File: config.mk
export PLATFORM = sky130hd
export DESIGN_NAME = run_ctrl
export DESIGN_NICKNAME = d
export VERILOG_FILES = /design/src/rtl/run_ctrl_pkg.sv /design/src/rtl/run_ctrl.sv
export SDC_FILE = /design/constraint.sdc
export NUM_CORES = 1
export LEC_CHECK = 0
export BUFFER_PORTS_ARGS = -buffer_cell sky130_fd_sc_hd__buf_2
export CORE_UTILIZATION = 54
export DETAILED_ROUTE_END_ITERATION = 10
export MAX_ROUTING_LAYER = met4
export PLACE_DENSITY = 0.83
export SETUP_SLACK_MARGIN = 0.02
export SYNTH_ARGS = -nofsm -noshare
export SYNTH_HDL_FRONTEND = slang
export SYNTH_SLANG_ARGS = --single-unit
File: constraint.sdc
create_clock -name Clk -period 6.09 [get_ports Clk]
set_clock_uncertainty 0.2 [all_clocks]
set_input_delay 0 -clock Clk [delete_from_list [all_inputs] [get_ports Clk]]
set_output_delay 0 -clock Clk [all_outputs]
set_load 0.05 [all_outputs]
File: src/rtl/run_ctrl_pkg.sv
// Shared types and constants for the program-run sequencer.
// Includes the state encoding, the per-program entry addresses and the default watchdog limit.
package run_ctrl_pkg;

  typedef enum logic [1:0] {
    ST_IDLE = 2'd0,
    ST_ARM  = 2'd1,
    ST_RUN  = 2'd2,
    ST_DONE = 2'd3
  } state_t;

  localparam int          PROG_PC_W      = 10;
  localparam int unsigned DEF_MAX_CYCLES = 60000;

  localparam logic [PROG_PC_W-1:0] PROG_BASE [0:3] = '{
    10'd0, 10'd128, 10'd256, 10'd384
  };

endpackage

File: src/rtl/run_ctrl.sv
// Program-run sequencer: parks the core, selects an entry address, releases the core,
// then counts RUN cycles until a halt or a watchdog timeout.
//
// Host handshake (level based): the host raises Start to request a run and holds it
// while the core is armed. Dropping Start releases the core. Ack stays high in DONE
// until the next Start, and Start in RUN aborts the current run and re-arms the core.
module run_ctrl
  import run_ctrl_pkg::*;
#(
  parameter int          PC_W       = 10,
  parameter int          CNT_W      = 16,
  parameter int unsigned MAX_CYCLES = DEF_MAX_CYCLES
) (
  input  logic             Clk,
  input  logic             ResetN,
  input  logic             Start,
  input  logic [1:0]       ProgSel,
  input  logic             CoreHalt,
  output logic             CoreStart,
  output logic [PC_W-1:0]  StartPC,
  output logic             Busy,
  output logic             Ack,
  output logic             Timeout,
  output logic [CNT_W-1:0] CycleCt,
  output state_t           DbgState
);

  localparam logic [CNT_W-1:0] LIMIT_M1 = CNT_W'(MAX_CYCLES - 1);

  state_t           state_q, state_d;
  logic [PC_W-1:0]  pc_q;
  logic [CNT_W-1:0] cnt_q;
  logic             to_q;
  logic             at_limit;

  assign at_limit = (cnt_q == LIMIT_M1);

  // State register with the inline cycle counter, entry-address latch and timeout flag.
  always_ff @(posedge Clk or negedge ResetN) begin
    if (!ResetN) begin
      state_q <= ST_IDLE;
      pc_q    <= '0;
      cnt_q   <= '0;
      to_q    <= 1'b0;
    end else begin
      state_q <= state_d;
      case (state_q)
        ST_IDLE, ST_DONE: begin
          if (Start) begin
            pc_q  <= PC_W'(PROG_BASE[ProgSel]);
            cnt_q <= '0;
            to_q  <= 1'b0;
          end
        end
        ST_RUN: begin
          if (Start) begin
            pc_q  <= PC_W'(PROG_BASE[ProgSel]);
            cnt_q <= '0;
            to_q  <= 1'b0;
          end else if (!CoreHalt) begin
            // The counter stops at MAX_CYCLES because reaching the limit leaves RUN.
            cnt_q <= cnt_q + CNT_W'(1);
            if (at_limit) to_q <= 1'b1;
          end
        end
        default: ;
      endcase
    end
  end

  always_comb begin
    state_d = state_q;
    case (state_q)
      ST_IDLE: if (Start) state_d = ST_ARM;
      ST_ARM:  if (!Start) state_d = ST_RUN;
      ST_RUN: begin
        if (Start)                     state_d = ST_ARM;
        else if (CoreHalt || at_limit) state_d = ST_DONE;
      end
      ST_DONE: if (Start) state_d = ST_ARM;
      default: state_d = ST_IDLE;
    endcase
  end

  always_comb begin
    CoreStart = 1'b1;
    Busy      = 1'b0;
    Ack       = 1'b0;
    case (state_q)
      ST_ARM:  Busy = 1'b1;
      ST_RUN: begin
        CoreStart = 1'b0;
        Busy      = 1'b1;
      end
      ST_DONE: Ack = 1'b1;
      default: ;
    endcase
  end

  assign StartPC  = pc_q;
  assign CycleCt  = cnt_q;
  assign Timeout  = to_q;
  assign DbgState = state_q;

endmodule

==> results of run 1 <==
[state kept, by name, summed over array words and instances (netlist names)]
name and count:
StartPC 2, CycleCt 16, DbgState 2, Timeout 1
[where the power goes]
| group | total [mW] | internal [mW] | switching, mW | leakage, nW |
|---|---|---|---|---|
| registers | 0.166 | 0.153 | 0.0131 | 0.281 |
| clock network | 0.0655 | 0.0255 | 0.0400 | 0.0150 |
| logic | 0.222 | 0.0551 | 0.167 | 0.404 |
| total | 0.453 | 0.233 | 0.220 | 0.700 |
[layout make-up]
| type | instances | area, µm² | share of cell area |
|---|---|---|---|
| Timing Repair Buffer | 36 | 215 | 0.145 |
| Inverter | 5 | 18.8 | 0.0126 |
| Clock buffer | 4 | 26.3 | 0.0177 |
| Sequential cell | 21 | 526 | 0.354 |
| Multi-Input combinational cell | 101 | 666 | 0.448 |
| Tap cell | 28 | 35.0 | 0.0236 |
[cell families (layout without fill, tap and decap cells)]
kind of cell             Yosys count  after routing
AND/OR/NAND/NOR                   50             50
AO/OA/AOI/OAI                     27             27
flip-flops                        21             21
buffers and inverters             16             45
XOR/XNOR                           7              7
adder cells (fa/ha/maj)            5              5
multiplexers                       4              4
other                              1              8
[routing by layer]
layer / up-vias / GRT usage / part of all wire / wire length [µm]
li1: 533 / - / - / -
met1: 549 / 0.283 / 0.46 / 1200
met2: 29 / 0.380 / 0.51 / 1340
met3: 2 / 0.0364 / 0.032 / 84
met4: 0 / 0.106 / 0.0064 / 17
met5: - / - / 0 / 0
[worst paths after layout]
check / startpoint / to / slack (ns) / cells past startpoint
worst max-delay path: DbgState[0] / CycleCt[11] / 3.51 / 6
worst min-delay path: ProgSel[1] / StartPC[8] / 0.29 / 3
worst max register to register: DbgState[0] / CycleCt[11] / 3.51 / 6
worst min register to register: StartPC[8] / StartPC[8] / 0.31 / 1
max in group asynchronous: ResetN / Timeout / 4.40 / 3
min in group asynchronous: ResetN / DbgState[0] / 0.71 / 3
[critical path, delay by kind of cell (launching register included)]
kind	cells	cell delay (ns)
AOI/OAI and AO/OA	2	0.44
DFF	1	0.44
buffers and inverters	1	0.08
and+or+nand+nor	2	0.93
adders and majority gates	1	0.41
[per-stage QoR]
stage          utilization  instance area, µm²
2_1_floorplan            -                1290
3_3_place_gp         0.628                1390
3_5_place_dp         0.628                1390
4_1_cts              0.672                1490
5_1_grt              0.672                1490
6_report             0.672                1490
[cells in the final DEF (no fill, tap or decap), drive strengths merged]
master / n
a211oi: 1
a21oi: 8
a22o: 1
a31o: 1
a31oi: 1
a41o: 1
and3: 1
and4: 1
buf: 29
clkbuf: 4
conb: 8
dfrtp: 21
dlygate4sd3: 7
ha: 5
inv: 5
mux2: 2
mux2i: 2
nand2: 7
nand2b: 1
nand3: 1
nand3b: 1
nand4: 5
nand4b: 1
nor2: 12
nor2b: 1
nor3: 3
nor3b: 1
nor4: 4
nor4b: 2
nor4bb: 1
o211ai: 2
o21ai: 10
o21ba: 1
o311ai: 1
or3: 6
or4: 1
or4b: 1
xnor2: 7
==> flow_metrics.env, run 1 <==
export IMPL_fill_cells=199
export IMPL_drc=0
export IMPL_synth_top_family_by_area="simple AND/OR/NAND/NOR gates"
export IMPL_syn_cell_area_mm2=0.00126
export IMPL_whs_ns=0.294
export IMPL_routed_wl_mm=2.64
export IMPL_setup_tns_ns=0
export IMPL_end_kind="flip-flop"
export IMPL_arrival_ns=2.60
export IMPL_peakVddDrop_mv=0.278
export IMPL_numPlacedInstances=184
export IMPL_synth_edf_count=0
export IMPL_synthSimpleGateAreaFrac=0.236
export IMPL_slew_headroom=0.318
export IMPL_synth_compound_area_frac=0.136
export IMPL_grt_pass1_vias=1012
export IMPL_antenna_found_initial=0
export IMPL_htreeDepth=1
export IMPL_synth_most_common_cell="dfrtp_1"
export IMPL_cts_tree="yes"
export IMPL_synth_mux_area_frac=0.0337
export IMPL_routedWlPerCell_um=13.6
export IMPL_port_buffers=29
export IMPL_synth_top_area_frac=0.416
export IMPL_synthTopCellsByArea="dfrtp_1 42%, ha_1 5.0%, xnor2_1 4.9%, buf_4 4.8%, o21ai_0 4.0%"
export IMPL_grt_max_degree=22
export IMPL_clkSlewWorstSetupHoldPaths_ns=0.11
export IMPL_status="complete, no violations"
export IMPL_total_power_mw=0.453
export IMPL_die_h_um=50.4
export IMPL_clock_root_buffer="clkbuf_4"
export IMPL_synth_seq_cells=21
export IMPL_cellPowerDensity_mw_per_mm2=305
export IMPL_rows=17
export IMPL_period_minus_slack_ns=2.58
export IMPL_clockBufferDepth=2
export IMPL_clk_latency_ns=0.29
export IMPL_cpMaxStageDelayCell="or4_4"
export IMPL_yosys_top_cells_count="21 x dfrtp_1, 12 x nor2_1, 10 x o21ai_0"
export IMPL_ys_types=41
export IMPL_grtUsageTotal=0.233
export IMPL_finalCritPeriodShare=0.423
export IMPL_core_mm2=0.00221
export IMPL_p_leak_nw=0.700
export IMPL_required_ns=6.11
export IMPL_gp_congestion=0.816
export IMPL_synth_cells=131
export IMPL_post_cts_buffers=0
export IMPL_nets=179
export IMPL_cp_cell_sequence="inv_1 > ha_1 > o21ba_4 > or4_4 > or3_1 > a21oi_1"
export IMPL_avgSynthCellArea_um2=9.64
export IMPL_worst_path_largest_cell_delay_ns=0.57
export IMPL_rsz0062_at_grt="no"
export IMPL_synth_flop_cell="dfrtp_1"
export IMPL_drtIter0Drc=28
export IMPL_fin_cells=195
export IMPL_cts_buffers_inserted=3
export IMPL_drive_gt1_frac=0.240
export IMPL_tightest_slew_ns=1.02
export IMPL_worst_path_max_fanout=13
export IMPL_io_pins=38
export IMPL_antenna_cells=0
export IMPL_grt_overflow_total=0
export IMPL_ant_nets=0
export IMPL_place_ws_ns=3.53
export IMPL_start_util=0.571
export IMPL_crit_path_start_kind="flip-flop"
export IMPL_first_pass_iters=4
export IMPL_ys_warn_count=0
export IMPL_clkSinkCount=21
export IMPL_critical_path_class="reg -> reg"
export IMPL_synth_xor_xnor_area_share=0.0486
export IMPL_slew_violations=0
export IMPL_synth_fa_ha_area_frac=0.0496
export IMPL_async_flop_share=1.00
export IMPL_yosys_area_top_type="dfrtp_1"
export IMPL_hold_violations=0
export IMPL_setup_ws_ns=3.51
export IMPL_fmax_mhz=388
export IMPL_postCtsHoldBufs=7
export IMPL_ys_seq_area_frac=0.416
export IMPL_finalSetupViolations=0
export IMPL_hpwl_mm=1.87
export IMPL_num_vias=1113
export IMPL_hold_path_class="in -> reg"
export IMPL_cts_resized=0
export IMPL_area_growth_pct=17.7
export IMPL_viasPerCell=5.71
export IMPL_grt_pass1_wl_mm=4.34
export IMPL_die_area_mm2=0.00254
export IMPL_drv_cap=0
export IMPL_die_w_um=50.4
No activity file was read; power rests on OpenSTA's default activity.
==> run 2: changes to the inputs <==
--- a/config.mk
+++ b/config.mk
@@ -6,10 +6,10 @@
 export NUM_CORES = 1
 export LEC_CHECK = 0
 export BUFFER_PORTS_ARGS = -buffer_cell sky130_fd_sc_hd__buf_2
-export CORE_UTILIZATION = 54
+export CORE_UTILIZATION = 50
 export DETAILED_ROUTE_END_ITERATION = 10
 export MAX_ROUTING_LAYER = met4
-export PLACE_DENSITY = 0.83
+export PLACE_DENSITY = 0.78
 export SETUP_SLACK_MARGIN = 0.02
 export SYNTH_ARGS = -nofsm -noshare
 export SYNTH_HDL_FRONTEND = slang
==> constraint.sdc (replaced) <==
create_clock -name Clk -period 2.7 [get_ports Clk]
set_clock_uncertainty 0.2 [all_clocks]
set_input_delay 0 -clock Clk [delete_from_list [all_inputs] [get_ports Clk]]
set_output_delay 0 -clock Clk [all_outputs]
set_load 0.05 [all_outputs]
==> run 2 against run 1 <==
  * Register-to-register slack got worse by 3.3 ns
  * Clock power grew 130%
  * First-iteration DRC count fell by 39%
  * Critical path depth unchanged
  * Sequential share of layout area fell by 0.39 points
  * Core utilization down 1.6 points
  * Hold slack worse by 0.016 ns
  * Via count rose by 1.4%
  * Count of clock-buffer cells in the layout decreased by 1
  * Sequential power rose by 130%
  * Flip-flop and latch count is the same
  * Critical endpoint unchanged
  * Highest routed layer unchanged
==> flow_metrics.env, run 2 (same netlist as run 1, synthesis figures left out) <==
export IMPL_status="complete, no violations"
export IMPL_grt_max_degree=22
export IMPL_antenna_found_initial=0
export IMPL_htreeDepth=1
export IMPL_clock_root_buffer="clkbuf_4"
export IMPL_num_vias=1129
export IMPL_fin_util=0.656
export IMPL_setup_ws_ns=0.180
export IMPL_antenna_cells=0
export IMPL_gp_congestion=0.788
export IMPL_rsz0062_at_grt="no"
export IMPL_total_power_mw=1.04
export IMPL_post_cts_buffers=0
export IMPL_grt_overflow_total=0
export IMPL_cts_tree="yes"
export IMPL_viasPerCell=5.73
export IMPL_drtIter0Drc=17
export IMPL_clkSlewWorstSetupHoldPaths_ns=0.11
export IMPL_period_minus_slack_ns=2.52
export IMPL_die_w_um=52.3
export IMPL_setup_tns_ns=0
export IMPL_grt_pass1_wl_mm=4.71
export IMPL_die_area_mm2=0.00273
export IMPL_arrival_ns=2.56
export IMPL_nets=181
export IMPL_fmax_mhz=397
export IMPL_tightest_slew_ns=0.954
export IMPL_drc=0
export IMPL_crit_path_start_kind="flip-flop"
export IMPL_area_growth_pct=19.3
export IMPL_ant_nets=0
export IMPL_io_pins=38
export IMPL_finalCritPeriodShare=0.933
export IMPL_routedWlPerCell_um=14.0
export IMPL_slew_violations=0
export IMPL_rows=17
export IMPL_clockBufferDepth=2
export IMPL_hold_path_class="in -> reg"
export IMPL_core_mm2=0.00230
export IMPL_final_cell_mix="29 x buf_2, 20 x dfrtp_1, 12 x nor2_1"
export IMPL_required_ns=2.74
export IMPL_clk_latency_ns=0.31
export IMPL_place_ws_ns=0.140
export IMPL_first_pass_iters=6
export IMPL_drv_cap=0
export IMPL_fill_cells=182
export IMPL_multiInputGateArea_um2=668
export IMPL_hpwl_mm=2.02
export IMPL_grt_pass1_vias=1030
export IMPL_whs_ns=0.278
export IMPL_start_util=0.550
export IMPL_cts_buffers_inserted=3
export IMPL_p_leak_nw=0.711
export IMPL_grtUsageTotal=0.249
export IMPL_clkSinkCount=21
export IMPL_peakVddDrop_mv=0.611
export IMPL_end_kind="flip-flop"
export IMPL_port_buffers=29
export IMPL_finalSetupViolations=0
export IMPL_die_h_um=52.3
export IMPL_regArea_um2=527
export IMPL_slew_headroom=0.362
export IMPL_worst_path_max_fanout=13
export IMPL_final_common_cell="buf_2"
export IMPL_drive_gt1_frac=0.266
export IMPL_hold_violations=0
export IMPL_largest_reg_flops=16
export IMPL_routed_wl_mm=2.76
export IMPL_critical_path_class="reg -> reg"
export IMPL_cellPowerDensity_mw_per_mm2=692
==> run 2: critical path, cell delays in order (launching register included) <==
cell and delay [ns]:
dfrtp_2 0.46, inv_1 0.09, ha_2 0.33, o21ba_4 0.26
or4_4 0.57, or3_1 0.37, a21oi_1 0.16
==> run 2: through the flow <==
stage                     cell area [µm²]  std cells
after global placement               1410        186
after global routing                 1510        197
after floorplan                      1290        138
after CTS                            1500        197
final                                1510        197
after detailed placement             1410        186
==> run 2: worst paths after layout <==
path,end,slack (ns),cells past startpoint,start
max in group asynchronous,DbgState[0],0.95,3,ResetN
worst max-delay path,CycleCt[11],0.18,6,DbgState[0]
worst min register to register,StartPC[8],0.32,1,StartPC[8]
worst max register to register,CycleCt[11],0.18,6,DbgState[0]
worst min-delay path,StartPC[8],0.28,3,ProgSel[1]
min in group asynchronous,CycleCt[1],0.70,3,ResetN
==> run 2: cell type report <==
cell class,instances,area share
repair buffers,38,0.153
inverters,5,0.0125
multi-input cells,101,0.444
flip-flops and latches,21,0.350
clock buffers,3,0.0150
clock inverters,1,0.00332
well taps,28,0.0233
==> run 2: repair_timing <==
item	4_1_cts	5_1_grt
hold buffers	7	0
resized for setup	0	1
endpoints found under the hold margin	27	0
setup endpoints to repair	0	1
==> run 2: metal layers <==
layer | track usage | part of all wire
met3 | 0.0609 | 0.049
met5 | - | 0
met1 | 0.292 | 0.42
met4 | 0.0965 | 0.015
met2 | 0.412 | 0.51
==> run 2: power breakdown <==
part	switching (mW)	total [mW]	leakage (nW)	internal [mW]
sequential	0.0284	0.374	0.281	0.346
clock	0.0961	0.152	0.0177	0.0555
combinational	0.380	0.517	0.413	0.137
